`src/rtl/vga_sync_640_480_if.sv`:
```
// rtl/vga_sync_640_480_if.sv - raster output bundle between the sync generator and its consumers
interface vga_sync_640_480_if;
  logic [9:0] o_hidx;
  logic [8:0] o_vidx;
  logic       o_haddr_enb;
  logic       o_vaddr_enb;
  logic       o_hsync;
  logic       o_vsync;
  logic       o_frame_start;

  modport master (
    output o_hidx, o_vidx, o_haddr_enb, o_vaddr_enb,
    output o_hsync, o_vsync, o_frame_start
  );

  modport slave (
    input o_hidx, o_vidx, o_haddr_enb, o_vaddr_enb,
    input o_hsync, o_vsync, o_frame_start
  );
endinterface

```
`src/rtl/vga_sync_640_480.sv`:
```
// rtl/vga_sync_640_480.sv - 640x480@60 raster counters with registered coordinate, enable and sync decode
module vga_sync_640_480 #(
  parameter int   H_VISIBLE = 640,
  parameter int   H_FP      = 16,
  parameter int   H_SYNC    = 96,
  parameter int   H_BP      = 48,
  parameter int   V_VISIBLE = 480,
  parameter int   V_FP      = 10,
  parameter int   V_SYNC    = 2,
  parameter int   V_BP      = 33,
  parameter logic SYNC_POL  = 1'b0
) (
  input  logic                  clk,
  input  logic                  i_sclr,
  input  logic                  i_px_clk,
  vga_sync_640_480_if.master    vga
);

  localparam int H_TOTAL = H_VISIBLE + H_FP + H_SYNC + H_BP;
  localparam int V_TOTAL = V_VISIBLE + V_FP + V_SYNC + V_BP;

  localparam logic [9:0] H_LAST   = 10'(H_TOTAL - 1);
  localparam logic [9:0] V_LAST   = 10'(V_TOTAL - 1);
  localparam logic [9:0] H_VIS    = 10'(H_VISIBLE);
  localparam logic [9:0] V_VIS    = 10'(V_VISIBLE);
  localparam logic [9:0] HS_START = 10'(H_VISIBLE + H_FP);
  localparam logic [9:0] HS_END   = 10'(H_VISIBLE + H_FP + H_SYNC);
  localparam logic [9:0] VS_START = 10'(V_VISIBLE + V_FP);
  localparam logic [9:0] VS_END   = 10'(V_VISIBLE + V_FP + V_SYNC);

  logic [9:0] hcnt_q, hcnt_d;
  logic [9:0] vcnt_q, vcnt_d;
  logic [9:0] hidx_q, hidx_d;
  logic [8:0] vidx_q, vidx_d;
  logic       haddr_enb_q, haddr_enb_d;
  logic       vaddr_enb_q, vaddr_enb_d;
  logic       hsync_q, hsync_d;
  logic       vsync_q, vsync_d;
  logic       frame_start_q, frame_start_d;

  always_comb begin
    hcnt_d        = hcnt_q;
    vcnt_d        = vcnt_q;
    frame_start_d = 1'b0;
    if (i_px_clk) begin
      if (hcnt_q == H_LAST) begin
        hcnt_d = 10'd0;
        if (vcnt_q == V_LAST) begin
          vcnt_d        = 10'd0;
          frame_start_d = 1'b1;
        end else begin
          vcnt_d = vcnt_q + 10'd1;
        end
      end else begin
        hcnt_d = hcnt_q + 10'd1;
      end
    end
  end

  // Decode the next-state counters so the registered outputs always match the counters they load with.
  always_comb begin
    haddr_enb_d = (hcnt_d < H_VIS);
    vaddr_enb_d = (vcnt_d < V_VIS);
    hidx_d      = haddr_enb_d ? hcnt_d : 10'd0;
    vidx_d      = vaddr_enb_d ? vcnt_d[8:0] : 9'd0;
    hsync_d     = ((hcnt_d >= HS_START) && (hcnt_d < HS_END)) ? SYNC_POL : ~SYNC_POL;
    vsync_d     = ((vcnt_d >= VS_START) && (vcnt_d < VS_END)) ? SYNC_POL : ~SYNC_POL;
  end

  always_ff @(posedge clk or posedge i_sclr) begin
    if (i_sclr) begin
      hcnt_q        <= 10'd0;
      vcnt_q        <= 10'd0;
      hidx_q        <= 10'd0;
      vidx_q        <= 9'd0;
      haddr_enb_q   <= 1'b1;
      vaddr_enb_q   <= 1'b1;
      hsync_q       <= ~SYNC_POL;
      vsync_q       <= ~SYNC_POL;
      frame_start_q <= 1'b0;
    end else begin
      hcnt_q        <= hcnt_d;
      vcnt_q        <= vcnt_d;
      hidx_q        <= hidx_d;
      vidx_q        <= vidx_d;
      haddr_enb_q   <= haddr_enb_d;
      vaddr_enb_q   <= vaddr_enb_d;
      hsync_q       <= hsync_d;
      vsync_q       <= vsync_d;
      frame_start_q <= frame_start_d;
    end
  end

  assign vga.o_hidx        = hidx_q;
  assign vga.o_vidx        = vidx_q;
  assign vga.o_haddr_enb   = haddr_enb_q;
  assign vga.o_vaddr_enb   = vaddr_enb_q;
  assign vga.o_hsync       = hsync_q;
  assign vga.o_vsync       = vsync_q;
  assign vga.o_frame_start = frame_start_q;

endmodule

```
`src/flat_wrapper.sv`:
```
// flat-port wrapper written by rule: the top's interface ports become plain ports
module vga_sync_640_480_flat 
#(
  parameter int   H_VISIBLE = 640,
  parameter int   H_FP      = 16,
  parameter int   H_SYNC    = 96,
  parameter int   H_BP      = 48,
  parameter int   V_VISIBLE = 480,
  parameter int   V_FP      = 10,
  parameter int   V_SYNC    = 2,
  parameter int   V_BP      = 33,
  parameter logic SYNC_POL  = 1'b0
)
  (clk, i_sclr, i_px_clk, vga_o_hidx, vga_o_vidx, vga_o_haddr_enb, vga_o_vaddr_enb, vga_o_hsync, vga_o_vsync, vga_o_frame_start);
  vga_sync_640_480_if vga_i ();
  input  logic clk;
  input  logic i_sclr;
  input  logic i_px_clk;
  output wire logic [$bits(vga_i.o_hidx)-1:0] vga_o_hidx;
  output wire logic [$bits(vga_i.o_vidx)-1:0] vga_o_vidx;
  output wire logic [$bits(vga_i.o_haddr_enb)-1:0] vga_o_haddr_enb;
  output wire logic [$bits(vga_i.o_vaddr_enb)-1:0] vga_o_vaddr_enb;
  output wire logic [$bits(vga_i.o_hsync)-1:0] vga_o_hsync;
  output wire logic [$bits(vga_i.o_vsync)-1:0] vga_o_vsync;
  output wire logic [$bits(vga_i.o_frame_start)-1:0] vga_o_frame_start;
  assign vga_o_hidx = vga_i.o_hidx;
  assign vga_o_vidx = vga_i.o_vidx;
  assign vga_o_haddr_enb = vga_i.o_haddr_enb;
  assign vga_o_vaddr_enb = vga_i.o_vaddr_enb;
  assign vga_o_hsync = vga_i.o_hsync;
  assign vga_o_vsync = vga_i.o_vsync;
  assign vga_o_frame_start = vga_i.o_frame_start;
  vga_sync_640_480 #(.H_VISIBLE(H_VISIBLE), .H_FP(H_FP), .H_SYNC(H_SYNC), .H_BP(H_BP), .V_VISIBLE(V_VISIBLE), .V_FP(V_FP), .V_SYNC(V_SYNC), .V_BP(V_BP), .SYNC_POL(SYNC_POL)) u_core (.clk(clk), .i_sclr(i_sclr), .i_px_clk(i_px_clk), .vga(vga_i));
endmodule
```
`config.mk`:
```
export PLATFORM = sky130hd
export DESIGN_NAME = vga_sync_640_480_flat
export DESIGN_NICKNAME = d
export VERILOG_FILES = /design/src/rtl/vga_sync_640_480_if.sv /design/src/rtl/vga_sync_640_480.sv /design/src/flat_wrapper.sv
export SDC_FILE = /design/constraint.sdc
export NUM_CORES = 1
export LEC_CHECK = 0
export ABC_AREA = 0
export BUFFER_PORTS_ARGS = -buffer_cell sky130_fd_sc_hd__buf_2
export CAP_MARGIN = 0
export CORE_UTILIZATION = 40
export DETAILED_ROUTE_END_ITERATION = 6
export HOLD_SLACK_MARGIN = 0.05
export PLACE_DENSITY = 0.65
export SKIP_LAST_GASP = 1
export SLEW_MARGIN = 20
export SYNTH_ARGS = -nofsm -noshare
export SYNTH_HDL_FRONTEND = slang
export SYNTH_SLANG_ARGS = --single-unit
```
`constraint.sdc`:
```
create_clock -name clk -period 2.41 [get_ports clk]
set_input_delay 0.482 -clock clk [delete_from_list [all_inputs] [get_ports clk]]
set_output_delay 0.482 -clock clk [all_outputs]
set_load 0.01 [all_outputs]
```
---- Yosys cells after proc, flatten, opt, wreduce, memory -nomap -nowiden ----
Index checks and enable logic that the tools add are counted.
cells by class
  equality and inequality tests ........... 2
  muxes and demuxes ....................... 12
  reductions and logical operators ........ 2
  magnitude comparators ................... 6
  add/sub/neg operators ................... 2
operators with widths
  cell                   number
  $mux 10                6
  $add 10x1->10 const B  2
  $eq 10x10->1 const B   2
  $lt 10x10->1 const B   2
  $lt 10x9->1 const B    2
  $ge 10x10->1 const B   1
  $ge 10x9->1 const B    1
  $mux 9                 1
  $mux 1                 5
  $logic_and 1x1->1      2
storage, ports and cells
  bits of input ports ..................... 3
  word-level logic and storage cells ...... 33
  register bits ........................... 44

---- Depth between registers and ports, before layout ----
  word-level depth ........................ 7
  gate-level depth with buffers ........... 8

---- Worst setup path before layout ----
OpenSTA, ideal clock, no wires.
  kind .................................... flip-flop to flip-flop
  start point ............................. reg u_core.hcnt_q[0]
  end point ............................... reg u_core.vidx_q[0] (netlist: u_core.vga.o_vidx[0])
  cell stages (with the launch flop) ...... 9
  period minus slack after synthesis ...... 2.336 ns
  data arrival time ....................... 2.208 ns
  slack ................................... 0.074 ns
  cell sequence ........................... dfrtp_1 -> ha_1 -> nand4b_4 -> or3_1 -> buf_2 -> or4_4 -> a22oi_4 -> o21bai_2 -> nor2b_1
on the way
  word-level cells in the longest chain between the ends .. 5
RTL lines
  element                   line                    RTL
  start: declaration        vga_sync_640_480.sv:31  logic [9:0] hcnt_q, hcnt_d;
  start signal: assignment  vga_sync_640_480.sv:82  hcnt_q <= hcnt_d;
  $eq 10x10->1              vga_sync_640_480.sv:46  if (hcnt_q == H_LAST) begin
  $mux 10                   vga_sync_640_480.sv:46
  $mux 10                   vga_sync_640_480.sv:45  if (i_px_clk) begin
  via u_core.vcnt_d[9]      vga_sync_640_480.sv:32  logic [9:0] vcnt_q, vcnt_d;
  $lt 10x9->1               vga_sync_640_480.sv:63  vaddr_enb_d = (vcnt_d < V_VIS);
  $mux 9                    vga_sync_640_480.sv:65  vidx_d = vaddr_enb_d ? vcnt_d[8:0] : 9'd0;
  via u_core.vidx_d[0]      vga_sync_640_480.sv:34  logic [8:0] vidx_q, vidx_d;
  end signal: assignment    vga_sync_640_480.sv:85  vidx_q <= vidx_d;
  end: declaration          vga_sync_640_480.sv:34
The timed path passes the listed nets, and every way through them passes these cells.

---- Worst setup path in the final report ----
  start point ............................. reg u_core.hcnt_q[0]
  end point ............................... reg u_core.vidx_q[3] (netlist: u_core.vga.o_vidx[3])
Same word-level chain as after synthesis.

==> results by group <==
Global routing
  • Total GRT Usage: 16.5%
  • Vias in the first global route: 1387
  • First-pass GRT wire length: 6730 um
  • GRT Residual Overflow: 0
  • Antenna violations before repair: 0
  • Pin count of the biggest net entering global routing: 24

Cells and area
  • Post-layout util: 50.9%
  • Nets: 246
  • Ant. Diodes: 0
  • Most frequent cells in the layout: dfrtp_1 (40), buf_2 (26), nand2_1 (17)
  • Layout cells sized above 1: 25.7%
  • Area grow syn2layout: 19.0%
  • Most common cell after layout, fill and taps aside: dfrtp_1
  • Fin area: 2480 sq um

STA
  • Count of final hold-check violations: 0
  • Fin Clk Skew: 0.00283 ns
  • Relative slew slack: 44.7%
  • Setup_tns: 0 ns
  • Max Slew Vio Count: 0
  • Period minus WS final: 2.30 ns
  • Fmax achieved: 436 MHz
  • Final setup fails: 0
  • Final period util: 95.3%
  • Slew @ Worst Pin: 0.824 ns
  • RSZ-0062 raised after global routing: no

Die
  • Row count: 25
  • Core Box Area: 4880 sq um
  • Die W: 74.2 um
  • IO Pins: 27
  • Die area: 5510 sq um
  • Initial core utilization: 42.8%
  • Die Y: 74.2 um

Route
  • DRC viols: 0
  • DR iter-0 viols: 151
  • Vias per cell: 4.97
  • First-pass detailed-route iteration total: 4
  • Routed Antenna Nets: 0
  • Drt total wl: 4010 um
  • Wire per inst: 13.0 um
  • Total number of vias: 1530

Power and ir drop
  • Maximum VDD drop: 0.377 mV
  • Cell area power density: 656 nW/um^2
  • Leak pwr: 1.17 nW

Setup path
  • R2R setup slack: 0.11 ns
  • Crit path DAT: 2.47 ns
  • Worst-path fanout max: 6
  • R2R Path Start: u_core.hcnt_q[0]
  • Startpoint type of the worst setup path: flip-flop
  • Worst R2R Path Depth: 7
  • Critical Path End Type: flip-flop
  • Capturing point of the worst reg2reg path: u_core.vga.o_vidx[3]
  • Setup CP Type: flip-flop to flip-flop
  • CP startpoint: u_core.hcnt_q[0]
  • Worst setup path endpoint: u_core.vga.o_vidx[3]
  • CP required: 2.59 ns

CTS
  • CTS Sinks: 44
  • Clock Path Buffers: 2
  • Worst skew pair latency: 0.29 ns
  • CTS buffer count: 5
  • # Post-CTS Setup Buffers: 0
  • Clock-pin slew on the worst setup and hold paths: 0.08 ns
  • # H-tree levels: 2
  • CTS tree: built
  • Clock root buffer: clkbuf_8

Synthesis
  • Post-synth ARST share: 100%
  • Netlist cell types: 48
  • Most used DFF post-synth: dfrtp_1
  • Synth warn: 0
  • Seq/Total Area, Yosys: 53.0%
  • Synth area leader: dfrtp_1
  • Synth top area share: 48.0%
  • Syn Nets: 207
  • Cell area after synthesis: 2090 sq um
  • Flops & latches, synth: 44
  • Synth Instances: 201
  • Most area-consuming cells after synthesis: dfrtp_1 (48%), dfstp_2 (5.0%), nor2b_1 (4.2%)
  • Mean Syn Cell Area: 10.4 sq um
  • Post-synth EDFFs: 0

Placed design
  • Routability Congestion: 0.853
  • Detailed placement HPWL: 2850 um
  • Input/output buffers: 26
  • Placed inst area: 2380 sq um

Hold path
  • Min-Delay Path Class: primary input to asynchronous set/reset pin

Flow run
  • MaxCap Viol Count: 0

Status
  • Outcome: completed
per-stage QoR:
step                setup slack, ns  hold slack (ns)  cells  total power, W
floorplan                    0.0737            0.512    201         0.00107
global placement              0.155            0.538    300         0.00117
detailed placement           0.0809            0.556    300         0.00118
CTS                          0.0640            0.266    308         0.00165
global route                 0.0204            0.294    308         0.00172
finish                        0.114            0.243    308         0.00163
cells by family after synthesis:
logic type / share of synthesized area (%)
AO/OA/AOI/OAI: 10.0
XOR/XNOR: 4.62
adder cells (fa/ha/maj): 1.80
buffers and inverters: 3.90
flip-flops: 53.0
multiplexers: 1.02
AND/OR/NAND/NOR: 25.7
routing by layer:
metal / GRT usage [%] / share of wire (%) / vias to the layer above
met4: 7.55 / 2.0 / 0
met1: 24.0 / 50 / 717
met3: 4.07 / 4.0 / 6
li1: - / - / 776
met5: 0 / 0 / -
met2: 23.2 / 44 / 31
sequential cells by signal (all words and copies together), names as in the netlist:
name / cells
u_core.vga.o_hsync: 1
u_core.vga.o_vaddr_enb: 1
u_core.vga.o_vsync: 1
u_core.vga.o_hidx: 10
u_core.vga.o_frame_start: 1
u_core.hcnt_q: 10
u_core.vga.o_vidx: 9
u_core.vcnt_q: 10
u_core.vga.o_haddr_enb: 1
cells in the mapped netlist (2+ instances only):
cell and n:
nand2_1 17, a21o_1 3, and2_1 2, a21oi_1 3
dfrtp_1 40, nand4_1 13, nand2b_1 3, nor2b_1 14
and3b_1 2, inv_1 10, clkbuf_1 4, o21ai_0 7
xnor2_1 7, buf_4 2, o31ai_1 2, or3_1 4
ha_1 3, xor2_1 4, dfstp_2 4, buf_2 2
nand3_1 7, nor2_1 15, nor3_1 8
repair_timing:
item,in CTS,in global routing
endpoints found under the setup margin,0,9
resized for setup,0,3
hold buffers,0,0
layout make-up:
cell class | instances | area (sq um)
multi-input cells | 138 | 915
inverters | 11 | 41.3
well taps | 67 | 83.8
repair buffers | 40 | 248
clock buffers | 8 | 90.1
flip-flops and latches | 44 | 1110
fillers | 479 | 2400
critical path: stages (launching register included):
cell      delay (ns)
dfrtp_1         0.41
ha_2            0.23
nand4b_4        0.12
or3_1           0.39
or4_4           0.54
a22oi_4         0.22
o21bai_4        0.21
nor2b_1         0.07
report_power, final:
part	switching (W)	internal [W]	leakage, nW	total [W]
combinational	0.000138	0.000120	0.557	0.000257
sequential	0.0000807	0.000822	0.569	0.000903
clock	0.000234	0.000234	0.0455	0.000468
total	0.000452	0.00118	1.17	0.00163
how the worst min path moves through the flow:
stage | to | slack, ns
finish | u_core.vcnt_q[0] | 0.24
global route | u_core.vga.o_frame_start | 0.29
CTS | u_core.vcnt_q[0] | 0.27
detailed placement | u_core.hcnt_q[0] | 0.56
global placement | u_core.hcnt_q[0] | 0.54
floorplan | u_core.hcnt_q[0] | 0.51
No activity file was read; power rests on OpenSTA's default activity.
